**config.mk**
```make
export PLATFORM = sky130hd
export DESIGN_NAME = cp0_exc_unit
export DESIGN_NICKNAME = d
export VERILOG_FILES = /design/src/rtl/cp0_exc_unit.sv
export SDC_FILE = /design/constraint.sdc
export NUM_CORES = 1
export LEC_CHECK = 0
export BUFFER_PORTS_ARGS = -buffer_cell sky130_fd_sc_hd__buf_2
export CAP_MARGIN = 25
export CORE_ASPECT_RATIO = 2
export CORE_UTILIZATION = 47
export DETAILED_ROUTE_END_ITERATION = 12
export PLACE_DENSITY_LB_ADDON = 0.25
export SLEW_MARGIN = 20
export SYNTH_ARGS = -nofsm -noshare
export SYNTH_HDL_FRONTEND = slang
export SYNTH_SLANG_ARGS = --single-unit
```
**constraint.sdc**
```tcl
create_clock -name clk -period 1.95 [get_ports clk]
set_input_delay 0.2925 -clock clk [delete_from_list [all_inputs] [get_ports clk]]
set_output_delay 0.2925 -clock clk [all_outputs]
set_load 0.05 [all_outputs]
```
**src/rtl/cp0_exc_unit.sv**
```systemverilog
// CP0 exception/interrupt controller at the end of the memory stage.
// Holds SR/Cause/EPC/PRId, raises Req, and services mfc0/mtc0/eret.
module cp0_exc_unit #(
  parameter logic [31:0] PRID_VALUE = 32'h0000_0000
) (
  input  logic        clk,
  input  logic        reset,
  input  logic        En,
  input  logic [4:0]  CP0Addr,
  input  logic [31:0] CP0In,
  output logic [31:0] CP0Out,
  input  logic [31:0] VPC,
  input  logic        BDIn,
  input  logic        ExcPrevValid,
  input  logic [4:0]  ExcPrevCode,
  input  logic        ExcAdEL,
  input  logic        ExcAdES,
  input  logic [5:0]  HWInt,
  input  logic        EXLClr,
  output logic        Req,
  output logic [31:0] EPCOut
);

  logic [5:0]  im;
  logic        exl;
  logic        ie;
  logic        bd;
  logic [5:0]  ip;
  logic [4:0]  excCode;
  logic [31:0] epc;

  logic [4:0]  selCode;
  logic        anyExc;
  logic        intReq;
  logic        excReq;
  logic [31:0] srWord;
  logic [31:0] causeWord;

  // Older stage's exception wins over the memory-stage detector.
  always_comb begin
    if (ExcPrevValid)
      selCode = ExcPrevCode;
    else if (ExcAdEL)
      selCode = 5'd4;
    else
      selCode = 5'd5;
  end

  assign anyExc = ExcPrevValid | ExcAdEL | ExcAdES;
  assign intReq = ie & ~exl & (|(HWInt & im));
  assign excReq = anyExc & ~exl;
  assign Req    = intReq | excReq;

  always_ff @(posedge clk or negedge reset) begin
    if (!reset) begin
      im      <= '0;
      exl     <= 1'b0;
      ie      <= 1'b0;
      bd      <= 1'b0;
      ip      <= '0;
      excCode <= '0;
      epc     <= '0;
    end else begin
      ip <= HWInt;
      if (Req) begin
        exl     <= 1'b1;
        excCode <= intReq ? 5'd0 : selCode;
        bd      <= BDIn;
        epc     <= BDIn ? VPC - 32'd4 : VPC;
      end else begin
        if (EXLClr)
          exl <= 1'b0;
        if (En) begin
          case (CP0Addr)
            5'd12: begin
              im  <= CP0In[15:10];
              exl <= CP0In[1];
              ie  <= CP0In[0];
            end
            5'd14: epc <= CP0In;
            default: ;
          endcase
        end
      end
    end
  end

  assign srWord    = {16'h0, im, 8'h0, exl, ie};
  assign causeWord = {bd, 15'h0, ip, 3'h0, excCode, 2'h0};

  always_comb begin
    case (CP0Addr)
      5'd12:   CP0Out = srWord;
      5'd13:   CP0Out = causeWord;
      5'd14:   CP0Out = epc;
      5'd15:   CP0Out = PRID_VALUE;
      default: CP0Out = 32'h0;
    endcase
  end

  assign EPCOut = epc;

endmodule

```
==> run_results.csv, run 1 <==
group,metric,value,unit
yosys,yosysSeqAreaShare,40.6,%
placement,globalplace.congestion,0.854,
clock_network,htreeDepth,2,
setup_path,crit_top_cell,"buf_12",
setup_path,crit_start,"im[2]$_DFFE_PN0P_",
setup_path,r2r_cells,6,
global_route,grt_pass1_wl,15400,um
power,ir_worst_vdd,774,uV
yosys,synth_compound_area_share,11.3,%
clock_network,cts_tree,"built",
route,drc,0,
global_route,met2_usage,52.0,%
yosys,ys_types,39,
yosys,synth_top_family_by_area,"simple AND/OR/NAND/NOR gates",
sta,slew_headroom,45.8,%
setup_path,crit_fanout,11,
global_route,grt_max_degree,33,
sta,fin_crit_sh,97.5,%
placement,hpwl,7550,um
yosys,synth_top_area_cell,"dfrtp_1",
yosys,synthDominantCellAreaShare,40.6,%
die,die_h,119,um
clock_network,cts_inserted_buffers,5,
yosys,syn_avg_cell_area,9.43,um^2
yosys,yosys_most_used_dff,"dfrtp_1",
yosys,ys_top_cells_by_area,"dfrtp_1, mux2_2, xnor2_1, nor2_1, a21oi_1",
setup_path,reg2reg_slack,0.11,ns
route,drt-wirelength-per-cell,16.4,um
power,sw_frac_of_total,48.7,%
final_layout,finish.utilization,70.3,%
route,viasPerCell,5.46,
yosys,synthAdderAreaFrac,0.390,%
global_route,grt.overflow.total,0,
power,netSwitchingPower,2.88,mW
job,maxCapViolCount,0,
yosys,synth_nets,429,
yosys,yosys_warnings,0,
power,pwr_density_cell,1270,nW/um^2
global_route,grt_antenna_before_repair,0,
placement,portBuffers,152,
global_route,use_met1,28.9,%
yosys,async_reset_ff_share,100,%
die,dieArea,7170,um^2
placement,dp_slack,-0.393,ns
sta,timing.hold.ws,0.0174,ns
die,row_count,42,
sta,finalHoldViolCount,0,
die,core_area,6620,um^2
sta,drv_slew,0,
setup_path,cp_slowest_stage_delay,0.39,ns
placement,dp_cells,598,
power,power.share.clock,15.7,%
sta,skew,0.00736,ns
clock_network,cts_hold_buf,0,
clock_network,clock-sinks,52,
die,io_pins,153,
route,routed_wl,10000,um
sta,grt_setup_unrepaired,"false",
die,die_x,60.4,um
global_route,grt_usage,28.9,%
setup_path,r2r-start,"im[2]$_DFFE_PN0P_",
final_layout,fillCellCount,564,
power,power_frac_comb,53.0,%
setup_path,cpMaxStageDelayCell,"dfrtp_1",
power,leakage,2.20,nW
setup_path,path_class,"flip-flop to primary output",
route,drtIter0Drc,117,
clock_network,clk_pin_slew,0.07,ns
power,seq_power_share,31.3,%
setup_path,end_kind,"primary output",
die,start_util,48.4,%
global_route,first_global_vias,3328,
sta,setup_viol,0,
route,drt-pass1-iter-count,4,
hold_path,hp-class,"input port to async pin",
final_layout,syn_to_final_growth,45.2,%
setup_path,worstSetupStartpointType,"flip-flop",
final_layout,diodes,0,
yosys,synth_xor_area_share,7.38,%
yosys,synthMuxAreaShare,15.7,%
setup_path,critPathBufInv,2,
setup_path,rr_endpoint,"exl$_DFF_PN0_",
yosys,synth-simple-area-share,21.9,%
setup_path,crit_arrival,1.61,ns
clock_network,clock_latency,0.30,ns
setup_path,worstPathRequired,1.66,ns
yosys,syn_inst,340,
sta,tightest_slew,0.808,ns
power,internal-power,3.04,mW
clock_network,clock_path_buffers,2,
yosys,synth_area,3210,um^2
sta,max_freq,526,MHz
run_status,status,"complete, no violations",
setup_path,crit_path_cell_trace,"a22oi_2, a31o_2, a21oi_4, buf_12, buf_12",
global_route,top_usage_layer,"met2",
final_layout,fin_nets,609,
sta,layout_min_cycle_time,1.90,ns
sta,worst_slack,0.0480,ns
final_layout,final_cells,609,
clock_network,root_buffer,"clkbuf_16",
global_route,use_met3,3.61,%
route,ant_nets,0,
route,vias,3327,
yosys,synth_seq_cells,52,
setup_path,cpLargestDelayFamily,"compound AO/OA/AOI/OAI gates",
yosys,synth-edff-count,0,
final_layout,drive_above_1_share,48.4,%
power,totalPowerFinal,5.92,mW
==> per-layer routing <==
metal	routed length [um]	vias up
li1	-	1584
met1	3420	1585
met2	5690	120
met3	400	38
met4	498	0
met5	0	-
==> worst max-delay path by stage <==
stage	slack [ns]	to	depth (start not counted)
floorplan	-0.18	EPCOut[31]$_DFFE_PN0P_	6
global placement	-0.37	EPCOut[31]$_DFFE_PN0P_	8
detailed placement	-0.39	EPCOut[31]$_DFFE_PN0P_	8
CTS	0.02	Req	5
global route	0.005	Req	5
finish	0.05	Req	5
==> area by class of cell <==
class / instances / area [um^2] / area share, %
Timing Repair Buffer: 192 / 1160 / 24.8
Clock inverter: 3 / 27.5 / 0.591
Sequential cell: 52 / 1300 / 28.0
Inverter: 4 / 15.0 / 0.323
Clock buffer: 5 / 125 / 2.69
Tap cell: 88 / 110 / 2.37
Multi-Input combinational cell: 265 / 1920 / 41.2
==> metrics by stage <==
step	setup TNS [ns]	cell area (um^2)
after global placement	-2.09	4390
after detailed placement	-2.56	4390
final	0	4650
after floorplan	-0.618	3280
after global routing	0	4650
after CTS	0	4600
==> layout by cell type, fill, tap and decap left out, types with 2 or more instances in the layout <==
master and instances:
buf_2 151, dfrtp_1 52, nor2_1 41, buf_4 35, mux2_2 33, a21oi_1 26, xnor2_1 22, nand2_1 21
and2_1 18, mux2i_1 13, a22o_1 8, nor3_1 7, o21ai_0 7, clkbuf_16 6, or3_1 5, xor2_1 5
nor4_2 5, or4_1 5, inv_1 4, or3_4 4, nor4b_1 4, nor4_1 4, buf_12 4, o21ai_2 3
o21ai_1 3, nand3_1 3, nand4b_1 3, and3b_1 2, a22oi_1 2, o31ai_1 2, a31oi_1 2, nor4_4 2
==> worst register-to-register path: cells and delay by family (launching register included) <==
family	cells	cell delay [ns]
flip-flops	1	0.41
buffers and inverters	2	0.45
AO/OA/AOI/OAI	4	0.87
==> power groups by stage <==
stage	logic, mW	clock network [mW]	registers [mW]
after floorplan	1.03	0	2.92
after CTS	3.08	0.944	1.85
after global routing	3.33	0.988	1.90
final	3.14	0.929	1.85
after detailed placement	2.94	0	1.86
after global placement	2.89	0	1.84
==> registers in the layout, summed over array words and instances (netlist names) <==
signal and cells:
ie 1, excCode 5, ip 6, im 6
EPCOut 32, bd 1, exl 1
==> cells by family (layout without fill, tap and decap cells) <==
logic type	count (synthesis)	after routing
compound gates	60	60
buf+inv	23	204
flops	52	52
fa+ha+maj	1	1
simple gates	131	131
mux	46	46
xor+xnor	27	27
==> Yosys cell counts (2+ instances only) <==
| library cell | count |
|---|---|
| a21oi_1 | 27 |
| a22o_1 | 8 |
| a22oi_1 | 3 |
| a31oi_1 | 2 |
| and2_1 | 18 |
| and3b_1 | 2 |
| buf_2 | 2 |
| clkbuf_1 | 17 |
| dfrtp_1 | 52 |
| inv_1 | 4 |
| mux2_2 | 33 |
| mux2i_1 | 13 |
| nand2_1 | 21 |
| nand3_1 | 3 |
| nand4b_1 | 3 |
| nor2_1 | 41 |
| nor3_1 | 7 |
| nor4_1 | 11 |
| nor4b_1 | 4 |
| o21ai_0 | 13 |
| o31ai_1 | 2 |
| or3_1 | 8 |
| or4_1 | 5 |
| xnor2_1 | 22 |
| xor2_1 | 5 |
==> repair_timing <==
item	4_1_cts	5_1_grt
cloned	1	1
resized for setup	6	3
setup endpoints to repair	2	2
setup buffers	0	1
pin swaps	1	2
Note: power is estimated with default switching activity, not from simulation.
==> inputs of run 2 (changes only) <==
- CORE_UTILIZATION: 47 -> 48
- CTS_BUF_LIST: default -> sky130_fd_sc_hd__clkbuf_4
==> run 2 against run 1 <==
Compared with the run above:
- flip-flop and latch count unchanged
- die area is 2.0% lower
- clock-buffer cell count did not move
- non-clock buffer count rose by 7
- critical endpoint is now EPCOut[31]$_DFFE_PN0P_
- worst hold slack gained 0.0032 ns
- power shrank 4.2%
- largest power group unchanged
- largest cell class unchanged
- global-route usage is 0.47 points lower
- cell count up 0.82%
- via count is essentially flat
==> run_results.csv, run 2 (synthesized netlist as in run 1, its figures left out) <==
group,metric,value,unit
die,io_pins,153,
power,totalPowerFinal,5.67,mW
placement,hpwl,7360,um
clock_network,root_buffer,"clkbuf_4",
sta,grt_setup_unrepaired,"true",
die,die_h,118,um
final_layout,design_area,4650,um^2
setup_path,rr_endpoint,"im[5]$_DFFE_PN0P_",
die,start_util,50.4,%
final_layout,layout_common_cells,"buf_2, dfrtp_1, nor2_1, buf_4, mux2_2",
clock_network,cts_tree,"built",
sta,setup_viol,0,
setup_path,worstSetupStartpointType,"input port",
die,die_x,59.8,um
global_route,grt_max_degree,33,
sta,slew_headroom,48.5,%
die,row_count,41,
power,pwr_density_cell,1220,nW/um^2
sta,skew,0.00580,ns
run_status,status,"complete, no violations",
hold_path,holdPathStages,1,
route,vias,3329,
sta,drv_slew,0,
clock_network,htreeDepth,2,
route,routed_wl,9670,um
die,dieArea,7030,um^2
job,maxCapViolCount,0,
route,ant_nets,0,
placement,globalplace.congestion,0.825,
placement,place_area,4390,um^2
final_layout,fin_nets,616,
power,ir_worst_vdd,856,uV
final_layout,fillCellCount,532,
hold_path,min_from,"HWInt[0]",
sta,worst_slack,0.0299,ns
final_layout,syn_to_final_growth,45.0,%
setup_path,end_kind,"flip-flop",
route,drt-pass1-iter-count,4,
global_route,grt_antenna_before_repair,0,
placement,dp_slack,-0.339,ns
final_layout,diodes,0,
sta,fin_crit_sh,98.5,%
sta,tightest_slew,0.768,ns
setup_path,crit_arrival,2.25,ns
clock_network,clock_path_buffers,2,
final_layout,drive_above_1_share,47.9,%
setup_path,r2r_cells,7,
global_route,grt_usage,28.4,%
global_route,first_global_vias,3336,
setup_path,crit_fanout,2,
final_layout,layout_commonest_cell,"buf_2",
hold_path,min_to,"ip[0]$_DFF_PN0_",
power,leakage,2.22,nW
final_layout,largest_reg_flops,32,
sta,finalHoldViolCount,0,
clock_network,cts_inserted_buffers,5,
route,drc,0,
setup_path,path_class,"input port to flip-flop",
die,core_area,6360,um^2
clock_network,clock-sinks,52,
placement,portBuffers,152,
sta,layout_min_cycle_time,1.92,ns
final_layout,multi_input_area,1900,um^2
clock_network,clk_pin_slew,0.15,ns
setup_path,r2r-start,"im[2]$_DFFE_PN0P_",
hold_path,hp-class,"input port to flip-flop",
route,drt-wirelength-per-cell,15.7,um
global_route,grt.overflow.total,0,
setup_path,worstPathRequired,2.28,ns
clock_network,clock_latency,0.39,ns
sta,max_freq,521,MHz
route,drtIter0Drc,132,
global_route,grt_pass1_wl,15100,um
final_layout,seq_area,1300,um^2
route,viasPerCell,5.42,
setup_path,reg2reg_slack,0.12,ns
[run 2: changes by cell type in the layout (fill, tap and decap cells not counted), sizes merged]
cell	before	now
clkinv	1	2
clkbuf	6	5
dlygate4sd3	0	4
inv	5	4
buf	190	193
bufbuf	1	2
bufinv	0	1
clkinvlp	1	0
[run 2: final cells by class]
type                            instances  area share (%)
Multi-Input combinational cell        265            41.0
Clock buffer                            5           0.808
Sequential cell                        52            28.0
Clock inverter                          3           0.915
Timing Repair Buffer                  199            26.7
Tap cell                               86            2.32
Inverter                                4           0.323
[run 2: metrics by stage]
| stage | hold slack (ns) | setup TNS (ns) | utilization (%) | instances |
|---|---|---|---|---|
| after detailed placement | 0.324 | -2.41 | 69.1 | 595 |
| after global routing | -0.00264 | -0.0347 | 73.1 | 614 |
| after CTS | 0.000876 | 0 | 72.5 | 611 |
| final | 0.0206 | 0 | 73.1 | 614 |
| after floorplan | -0.00309 | -0.618 | - | 340 |
| after global placement | 0.322 | -1.91 | 69.1 | 595 |
[run 2: report_power, final]
part / total, mW / internal [mW] / switching (mW) / leakage (nW)
clock: 0.632 / 0.269 / 0.364 / 0.0428
sequential: 1.84 / 1.50 / 0.338 / 0.608
combinational: 3.19 / 1.11 / 2.09 / 1.57
total: 5.67 / 2.88 / 2.79 / 2.22
[run 2: worst max path at each step]
| stage | depth (start not counted) | start | to |
|---|---|---|---|
| after floorplan | 6 | VPC[12] | EPCOut[31]$_DFFE_PN0P_ |
| after global placement | 8 | VPC[22] | EPCOut[31]$_DFFE_PN0P_ |
| after detailed placement | 8 | VPC[22] | EPCOut[31]$_DFFE_PN0P_ |
| after CTS | 5 | im[2]$_DFFE_PN0P_ | Req |
| after global routing | 5 | im[5]$_DFFE_PN0P_ | Req |
| final | 8 | VPC[22] | EPCOut[31]$_DFFE_PN0P_ |
[run 2: routing by layer]
| metal | vias up | share of wire (%) | GRT usage (%) |
|---|---|---|---|
| met5 | - | 0 | 0 |
| met3 | 22 | 3.9 | 3.41 |
| met2 | 111 | 59 | 53.7 |
| met4 | 0 | 3.2 | 13.5 |
| li1 | 1596 | - | - |
| met1 | 1600 | 34 | 28.4 |
[run 2: worst max-delay path, cell delays in order]
cell      delay [ns]
buf_2           0.10
buf_4           0.13
nor4_1          0.48
buf_4           0.20
nand4b_1        0.12
or3_1           0.35
or4_1           0.40
a31oi_1         0.16
[run 2: timing repair]
item / 4_1_cts / 5_1_grt
endpoints found under the hold margin: 24 / 2
cloned: 2 / 0
setup endpoints to repair: 1 / 1
pin swaps: 1 / 0
setup buffers: 4 / 1
gates resized for setup: 6 / 1
hold buffers: 2 / 2
